--- src/rtl/hazard_if.sv ---
// Hazard unit handshake bundle: ID/EXE-side request signals and the
// stall/flush/forward-select responses from the scoreboard.
interface hazard_if #(
   parameter int unsigned RA_W  = 5,
   parameter int unsigned FWD_W = 2
);
   logic              id_valid;
   logic [RA_W-1:0]   id_rs;
   logic [RA_W-1:0]   id_rt;
   logic              id_use_rs;
   logic              id_use_rt;
   logic              id_wr_en;
   logic [RA_W-1:0]   id_wr_addr;
   logic              id_is_load;
   logic              ex_branch;
   logic              stall;
   logic              flush;
   logic [FWD_W-1:0]  exe_fwd_a;
   logic [FWD_W-1:0]  exe_fwd_b;

   // Pipeline control side: presents the ID instruction and the EXE branch outcome
   modport master (
      output id_valid, id_rs, id_rt, id_use_rs, id_use_rt,
             id_wr_en, id_wr_addr, id_is_load, ex_branch,
      input  stall, flush, exe_fwd_a, exe_fwd_b
   );

   // Hazard unit side
   modport slave (
      input  id_valid, id_rs, id_rt, id_use_rs, id_use_rt,
             id_wr_en, id_wr_addr, id_is_load, ex_branch,
      output stall, flush, exe_fwd_a, exe_fwd_b
   );
endinterface

--- src/rtl/hazard_scoreboard.sv ---
// Hazard/forwarding unit with a private shift-register record of in-flight
// register writes. Slot j describes the producer j+1 stages ahead of ID
// (slot 0 is in EXE). Drives combinational stall/flush and registered EXE
// operand-forward selects. Optional macro HAZ_PERF_CNT_EN adds free-running
// stall/flush event counters.
module hazard_scoreboard #(
   parameter int unsigned RA_W      = 5,
   parameter int unsigned FWD_DEPTH = 2,
   parameter int unsigned LOAD_LAT  = 1
) (
   input  logic        clk,
   input  logic        rst,
   hazard_if.slave     hz
`ifdef HAZ_PERF_CNT_EN
   ,
   output logic [31:0] perf_stall_cnt,
   output logic [31:0] perf_flush_cnt
`endif
);

   localparam int unsigned FWD_W = $clog2(FWD_DEPTH + 1);

   typedef struct packed {
      logic            v;
      logic            ld;
      logic [RA_W-1:0] addr;
   } slot_t;

   slot_t            slot_q [FWD_DEPTH];
   slot_t            slot_d [FWD_DEPTH];
   logic [FWD_W-1:0] fwd_a_q, fwd_a_d;
   logic [FWD_W-1:0] fwd_b_q, fwd_b_d;

   logic [FWD_W-1:0] code_a_c, code_b_c;
   logic             lu_a_c, lu_b_c;
   logic             stall_c, flush_c, push_c;

   // Youngest-match search for each source; iterating oldest-first lets the
   // youngest hit overwrite. A load too young to forward flags load-use.
   always_comb begin
      code_a_c = '0;
      code_b_c = '0;
      lu_a_c   = 1'b0;
      lu_b_c   = 1'b0;
      for (int j = int'(FWD_DEPTH) - 1; j >= 0; j--) begin
         if (slot_q[j].v && hz.id_use_rs && (hz.id_rs != '0) &&
             (slot_q[j].addr == hz.id_rs)) begin
            code_a_c = FWD_W'(j + 1);
            lu_a_c   = slot_q[j].ld && (j < int'(LOAD_LAT));
         end
         if (slot_q[j].v && hz.id_use_rt && (hz.id_rt != '0) &&
             (slot_q[j].addr == hz.id_rt)) begin
            code_b_c = FWD_W'(j + 1);
            lu_b_c   = slot_q[j].ld && (j < int'(LOAD_LAT));
         end
      end
   end

   // Pipeline control: a taken branch overrides stall; both are quiet in reset.
   always_comb begin
      flush_c = hz.ex_branch & ~rst;
      stall_c = ~rst & hz.id_valid & ~hz.ex_branch & (lu_a_c | lu_b_c);
      push_c  = hz.id_valid & hz.id_wr_en & (hz.id_wr_addr != '0) &
                ~stall_c & ~flush_c;
   end

   // Next scoreboard contents and EXE selects; a stalled or squashed ID
   // instruction becomes a bubble in EXE.
   always_comb begin
      slot_d[0]      = '0;
      if (push_c) begin
         slot_d[0].v    = 1'b1;
         slot_d[0].ld   = hz.id_is_load;
         slot_d[0].addr = hz.id_wr_addr;
      end
      for (int j = 1; j < int'(FWD_DEPTH); j++) begin
         slot_d[j] = slot_q[j-1];
      end
      fwd_a_d = '0;
      fwd_b_d = '0;
      if (hz.id_valid && !stall_c && !flush_c) begin
         fwd_a_d = code_a_c;
         fwd_b_d = code_b_c;
      end
   end

   // Scoreboard shift register and registered forward selects
   always_ff @(posedge clk) begin
      if (rst) begin
         for (int j = 0; j < int'(FWD_DEPTH); j++) begin
            slot_q[j] <= '0;
         end
         fwd_a_q <= '0;
         fwd_b_q <= '0;
      end else begin
         for (int j = 0; j < int'(FWD_DEPTH); j++) begin
            slot_q[j] <= slot_d[j];
         end
         fwd_a_q <= fwd_a_d;
         fwd_b_q <= fwd_b_d;
      end
   end

   assign hz.stall     = stall_c;
   assign hz.flush     = flush_c;
   assign hz.exe_fwd_a = fwd_a_q;
   assign hz.exe_fwd_b = fwd_b_q;

`ifdef HAZ_PERF_CNT_EN
   logic [31:0] stall_cnt_q, flush_cnt_q;

   // Event counters, one count per cycle the output is asserted; wrap freely
   always_ff @(posedge clk) begin
      if (rst) begin
         stall_cnt_q <= '0;
         flush_cnt_q <= '0;
      end else begin
         stall_cnt_q <= stall_cnt_q + 32'(stall_c);
         flush_cnt_q <= flush_cnt_q + 32'(flush_c);
      end
   end

   assign perf_stall_cnt = stall_cnt_q;
   assign perf_flush_cnt = flush_cnt_q;
`endif

endmodule
--- src/flat_wrapper.sv ---
// flat-port wrapper written by rule: the top's interface ports become plain ports
module hazard_scoreboard_flat 
#(
   parameter int unsigned RA_W      = 5,
   parameter int unsigned FWD_DEPTH = 2,
   parameter int unsigned LOAD_LAT  = 1
)
  (clk, rst, hz_id_valid, hz_id_rs, hz_id_rt, hz_id_use_rs, hz_id_use_rt, hz_id_wr_en, hz_id_wr_addr, hz_id_is_load, hz_ex_branch, hz_stall, hz_flush, hz_exe_fwd_a, hz_exe_fwd_b);
  hazard_if #(.RA_W(RA_W)) hz_i ();
  input  logic clk;
  input  logic rst;
  input wire logic [$bits(hz_i.id_valid)-1:0] hz_id_valid;
  input wire logic [$bits(hz_i.id_rs)-1:0] hz_id_rs;
  input wire logic [$bits(hz_i.id_rt)-1:0] hz_id_rt;
  input wire logic [$bits(hz_i.id_use_rs)-1:0] hz_id_use_rs;
  input wire logic [$bits(hz_i.id_use_rt)-1:0] hz_id_use_rt;
  input wire logic [$bits(hz_i.id_wr_en)-1:0] hz_id_wr_en;
  input wire logic [$bits(hz_i.id_wr_addr)-1:0] hz_id_wr_addr;
  input wire logic [$bits(hz_i.id_is_load)-1:0] hz_id_is_load;
  input wire logic [$bits(hz_i.ex_branch)-1:0] hz_ex_branch;
  output wire logic [$bits(hz_i.stall)-1:0] hz_stall;
  output wire logic [$bits(hz_i.flush)-1:0] hz_flush;
  output wire logic [$bits(hz_i.exe_fwd_a)-1:0] hz_exe_fwd_a;
  output wire logic [$bits(hz_i.exe_fwd_b)-1:0] hz_exe_fwd_b;
  assign hz_i.id_valid = hz_id_valid;
  assign hz_i.id_rs = hz_id_rs;
  assign hz_i.id_rt = hz_id_rt;
  assign hz_i.id_use_rs = hz_id_use_rs;
  assign hz_i.id_use_rt = hz_id_use_rt;
  assign hz_i.id_wr_en = hz_id_wr_en;
  assign hz_i.id_wr_addr = hz_id_wr_addr;
  assign hz_i.id_is_load = hz_id_is_load;
  assign hz_i.ex_branch = hz_ex_branch;
  assign hz_stall = hz_i.stall;
  assign hz_flush = hz_i.flush;
  assign hz_exe_fwd_a = hz_i.exe_fwd_a;
  assign hz_exe_fwd_b = hz_i.exe_fwd_b;
  hazard_scoreboard #(.RA_W(RA_W), .FWD_DEPTH(FWD_DEPTH), .LOAD_LAT(LOAD_LAT)) u_core (.clk(clk), .rst(rst), .hz(hz_i));
endmodule
--- config.mk ---
export PLATFORM = sky130hd
export DESIGN_NAME = hazard_scoreboard_flat
export DESIGN_NICKNAME = d
export VERILOG_FILES = /design/src/rtl/hazard_if.sv /design/src/rtl/hazard_scoreboard.sv /design/src/flat_wrapper.sv
export SDC_FILE = /design/constraint.sdc
export NUM_CORES = 1
export LEC_CHECK = 0
export ABC_AREA = 1
export CAP_MARGIN = 30
export CORE_MARGIN = 5
export CORE_UTILIZATION = 45
export CTS_CLUSTER_SIZE = 24
export DETAILED_ROUTE_END_ITERATION = 16
export GPL_TIMING_DRIVEN = 1
export MAX_ROUTING_LAYER = met4
export PLACE_DENSITY = 0.78
export SLEW_MARGIN = 5
export SYNTH_ARGS = -nofsm -noshare
export SYNTH_HDL_FRONTEND = slang
export SYNTH_SLANG_ARGS = --single-unit
--- constraint.sdc ---
create_clock -name clk -period 1.2 [get_ports clk]
set_input_delay 0.24 -clock clk [delete_from_list [all_inputs] [get_ports clk]]
set_output_delay 0.24 -clock clk [all_outputs]
set_load 0.1 [all_outputs]
==> flow_metrics.py, run 1 <==
metrics = {
    "cts": {
        "hold_buffers": 0,
        "tritoncts": "yes",
        "numCtsBuffers": 3,
        "htree_levels": 1,
        "cts-root-buf": "clkbuf_4",
        "insertion_delay_ps": 290,
        "cts_buffer_depth": 2,
        "cts.sinks": 17,
        "clk_pin_slew_ps": 100,
    },
    "synth": {
        "ys_seq_area_frac": 0.370,
        "syn_avg_cell_area_um2": 6.53,
        "yosysUniqueCellTypes": 18,
        "yosysWarningCount": 0,
        "synth-seq-cells": 17,
        "synth_area_um2": 921,
        "syn_inst": 141,
        "syn_nets": 164,
    },
    "worst_setup_path": {
        "crit_fanout": 3,
        "startpoint": "u_core.slot_q[0][3]",
        "cp-end-kind": "output port",
        "critPathKind": "reg -> out",
        "r2r-end": "u_core.slot_q[0][1]",
        "worstPathRequired_ps": 960,
        "arrival_ps": 1640,
        "rrSetupSlack_ps": -210,
        "r2r-start": "u_core.slot_q[0][3]",
        "ff2ff_path_depth": 8,
        "start_kind": "register",
    },
    "floorplanning": {
        "row_count": 16,
        "fp.dieArea_um2": 3050,
        "dieHeight_um": 55.2,
        "die_width_um": 55.2,
        "io_pins": 29,
        "start_util": 0.469,
        "coreArea_um2": 1960,
    },
    "sta": {
        "tightest_slew_ps": 342,
        "hold_viol_final": 0,
        "min_period_ps": 1880,
        "setup_viol": 11,
        "fin_crit_sh": 1.56,
        "maxSlewHeadroom": 0.770,
        "grt_setup_unrepaired": "true",
        "maxSlewViolCount": 0,
        "worst_slack_ps": -678,
        "hold_slack_ps": 456,
        "clock_skew_ps": 1.10,
        "max_freq_mhz": 533,
    },
    "grt": {
        "grt_overflow": 0,
        "grt_pass1_vias": 1174,
        "grt_pass1_wl_um": 4900,
        "grt_usage": 0.208,
        "grt_max_degree": 11,
        "grt_antenna_before_repair": 0,
    },
    "place": {
        "post-dp-hpwl_um": 2360,
        "placed_cells": 214,
        "gp_congestion": 0.923,
        "port_buffers": 28,
    },
    "layout": {
        "stdcell_count": 223,
        "nets": 220,
        "layout_commonest_cell": "nand2_1",
        "final_cell_mix": "nand2_1, inv_1, buf_4, nor2_1, dlygate4sd2_1",
        "area_growth_pct": 71.7,
        "final_layout_size_suffix_gt1_frac": 0.342,
        "num_antenna_cells": 0,
    },
    "routing": {
        "drc": 0,
        "drtIter0Drc": 42,
        "via_per_inst": 5.01,
        "vias": 1118,
        "wl_um": 3090,
        "route.detailed.wl_per_inst_um": 13.8,
        "drtAntennaViolNets": 0,
        "drtPass1Iterations": 4,
    },
    "job": {
        "drv_cap": 0,
    },
    "run_status": {
        "run_status": "complete, but fails checks",
        "failed_checks": "setup timing",
    },
    "power": {
        "irDropWorstVdd_v": 0.000623,
        "pwr-share-comb": 0.218,
        "intPower_uw": 815,
        "p_switching_uw": 315,
        "switching_share": 0.279,
        "powerDensity_nw_per_um2": 714,
        "power_frac_clock": 0.274,
        "p_leak_uw": 0.000755,
        "p_seq_frac": 0.508,
    },
    "min_path": {
        "hold_path_class": "reg -> reg",
        "whs_path_depth": 2,
        "hold_end": "u_core.slot_q[0][13]",
        "hp-start": "u_core.slot_q[0][6]",
    },
}
-- power by group through the flow --
stage                     clock, uW  sequential, uW  combinational [uW]
after floorplan                   0             588                95.7
after global placement            0             590                 227
after detailed placement          0             590                 239
after CTS                       312             577                 235
after global routing            344             575                 269
final                           309             574                 247
-- cells in the mapped netlist --
master,number,area [um2]
nor2_2,6,37.5
dfxtp_1,17,340
xor2_1,4,35.0
a21boi_1,1,7.51
nand4_1,5,31.3
a21oi_1,3,15.0
nor3_1,5,25.0
nand3_1,5,25.0
o21ai_0,2,10.0
inv_2,2,7.51
nor2_1,19,71.3
nand3_2,2,20.0
xnor2_1,2,17.5
o22ai_1,2,12.5
nand2_1,34,128
clkbuf_1,1,3.75
nand4_4,1,21.3
inv_1,30,113
-- layout make-up --
type | instances | area [um2]
fillers | 139 | 380
clock buffers | 3 | 22.5
flip-flops and latches | 17 | 353
clock inverters | 1 | 5.00
repair buffers | 52 | 518
multi-input cells | 91 | 529
inverters | 32 | 120
well taps | 27 | 33.8
-- routing by layer --
layer,wire length (um),GRT usage,vias to the layer above
met2,1740,0.378,40
met3,112,0.0280,12
met5,0,-,-
li1,-,-,543
met1,1100,0.203,523
met4,131,0.135,0
-- registers in the layout (all words and copies together), names as in the netlist --
register	count
u_core.hz.exe_fwd_b	2
u_core.slot_q	13
u_core.hz.exe_fwd_a	2
-- how the worst max path moves through the flow --
stage	to	slack, ps
4_1_cts	hz_stall	-620
3_3_place_gp	hz_stall	-700
6_report	hz_stall	-680
5_1_grt	hz_stall	-750
3_5_place_dp	hz_stall	-790
2_1_floorplan	hz_stall	-460
-- per-stage QoR --
step	instance area, um2	total power (uW)	setup TNS, ps	worst slack (ps)	util
3_5_place_dp	1460	829	-7370	-786	0.742
6_report	1580	1130	-2490	-678	0.806
2_1_floorplan	943	684	-464	-464	-
3_3_place_gp	1460	817	-6170	-701	0.742
4_1_cts	1520	1120	-2790	-618	0.775
5_1_grt	1580	1190	-3320	-753	0.806
-- cells by family after synthesis --
group           share of synthesized area
compound gates                     0.0489
simple gates                        0.390
xor+xnor                           0.0571
flops                               0.370
buf+inv                             0.135
-- repair_timing --
action	CTS	global route
pin swaps	11	9
resized for setup	27	12
gates cloned	0	0
setup buffers	3	4
hold endpoints to repair	0	0
setup endpoints to repair	12	11
-- critical path, cell delays in order, from the launching register on --
cell and delay, ps:
dfxtp_2 370, inv_2 60, nand2_1 80, nand4_1 170, nor2_4 210, nand3_4 110, a21boi_4 160, buf_12 190
Note: power is estimated with default switching activity, not from simulation.
==> run 2, diff against run 1 <==
- clock period: 1.2 -> 1.9 ns (I/O delays scaled with it)
==> flow_metrics.py, run 2 (synthesis gave the netlist of run 1 again) <==
metrics = {
    "layout": {
        "layout_commonest_cell": "nand2_1",
        "nets": 214,
        "final_layout_size_suffix_gt1_frac": 0.300,
        "largest_reg_flops": 13,
        "utilization": 0.722,
        "top_register": "u_core.slot_q",
        "final_cell_mix": "nand2_1, inv_1, buf_4, nor2_1, dfxtp_1",
        "area_growth_pct": 53.8,
        "num_antenna_cells": 0,
    },
    "power": {
        "power_frac_clock": 0.285,
        "switching_share": 0.276,
        "p_seq_frac": 0.516,
        "intPower_uw": 512,
        "p_switching_uw": 195,
        "pwr-share-comb": 0.199,
        "irDropWorstVdd_v": 0.000478,
        "powerDensity_nw_per_um2": 499,
        "p_leak_uw": 0.000691,
    },
    "routing": {
        "drtPass1Iterations": 4,
        "route.detailed.wl_per_inst_um": 11.9,
        "drc": 0,
        "drtAntennaViolNets": 0,
        "vias": 1012,
        "wl_um": 2580,
        "via_per_inst": 4.66,
        "drtIter0Drc": 17,
    },
    "cts": {
        "hold_buffers": 0,
        "cts.sinks": 17,
        "cts_buffer_depth": 2,
        "insertion_delay_ps": 300,
        "htree_levels": 1,
        "tritoncts": "yes",
        "cts-root-buf": "clkbuf_4",
        "numCtsBuffers": 3,
        "clk_pin_slew_ps": 100,
    },
    "floorplanning": {
        "io_pins": 29,
        "die_width_um": 55.2,
        "fp.dieArea_um2": 3050,
        "row_count": 16,
        "coreArea_um2": 1960,
        "dieHeight_um": 55.2,
        "start_util": 0.469,
    },
    "sta": {
        "maxSlewViolCount": 0,
        "clock_skew_ps": 2.25,
        "fin_crit_sh": 1.02,
        "grt_setup_unrepaired": "true",
        "hold_viol_final": 0,
        "min_period_ps": 1940,
        "hold_slack_ps": 451,
        "max_freq_mhz": 516,
        "worst_slack_ps": -36.7,
        "maxSlewHeadroom": 0.815,
        "tightest_slew_ps": 280,
        "setup_viol": 1,
    },
    "worst_setup_path": {
        "worstPathRequired_ps": 1520,
        "crit_fanout": 3,
        "start_kind": "register",
        "arrival_ps": 1560,
        "critPathKind": "reg -> out",
        "cp-end-kind": "output port",
    },
    "grt": {
        "grt_antenna_before_repair": 0,
        "grt_pass1_wl_um": 4350,
        "grt_usage": 0.185,
        "grt_overflow": 0,
        "grt_pass1_vias": 1039,
        "grt_max_degree": 11,
    },
    "place": {
        "gp_congestion": 0.870,
        "port_buffers": 28,
        "post-dp-hpwl_um": 2100,
    },
    "run_status": {
        "run_status": "complete, but fails checks",
        "failed_checks": "setup timing",
    },
    "job": {
        "drv_cap": 0,
    },
    "min_path": {
        "hold_path_class": "reg -> reg",
    },
}
## run 2: cell types whose count changed in the layout (fill, tap and decap cells not counted), sizes merged
cell / previous run / this run
buf: 30 / 24
clkdlybuf4s15: 0 / 3
dlygate4sd2: 13 / 8
dlymetal6s2s: 1 / 0
clkdlybuf4s50: 8 / 10
clkbuf: 3 / 4
## run 2: final timing paths
path | cells past startpoint | slack, ps | from | to
worst max register to register | 9 | 500 | u_core.slot_q[0][3] | u_core.hz.exe_fwd_b[1]
worst min register to register | 2 | 450 | u_core.slot_q[0][6] | u_core.slot_q[0][13]
worst max-delay path | 7 | -40 | u_core.slot_q[0][0] | hz_stall
worst min-delay path | 2 | 450 | u_core.slot_q[0][6] | u_core.slot_q[0][13]
## run 2: area by class of cell
class                   instances  area (um2)
fillers                       169         546
multi-input cells              91         477
repair buffers                 46         410
flip-flops and latches         17         348
inverters                      32         120
well taps                      27        33.8
clock buffers                   3        22.5
clock inverters                 1        5.00
## run 2: power by group through the flow
stage	Clock (uW)	Combinational, uW	Sequential (uW)
after global routing	218	153	365
after global placement	0	141	372
after floorplan	0	58.7	371
after CTS	206	139	364
after detailed placement	0	146	372
final	202	141	365
## run 2: timing repair
item / CTS / global route
resized for setup: 20 / 13
setup endpoints to repair: 1 / 1
pin swaps: 10 / 7
buffers inserted: 3 / 0
## run 2: routing by layer
metal / part of all wire / global-route usage / vias up
li1: - / - / 527
met1: 0.41 / 0.200 / 446
met2: 0.52 / 0.323 / 30
met3: 0.031 / 0.0163 / 9
met4: 0.038 / 0.115 / 0
met5: 0 / - / -
## run 2: metrics by stage
step	setup TNS (ps)	instances	total power, uW	worst slack [ps]	cell area, um2
2_1_floorplan	-264	141	430	-264	927
3_3_place_gp	-253	210	513	-253	1360
3_5_place_dp	-308	210	518	-308	1360
4_1_cts	-71.0	217	709	-71.0	1410
5_1_grt	-108	217	737	-108	1420
6_report	-36.7	217	707	-36.7	1420
## run 2: worst max-delay path: stages (launching register included)
cell      delay (ps)
dfxtp_2          370
inv_1             70
nand2_1           60
nand3_1           80
nor2_2           170
nand3_2          110
a21boi_2         190
buf_12           200
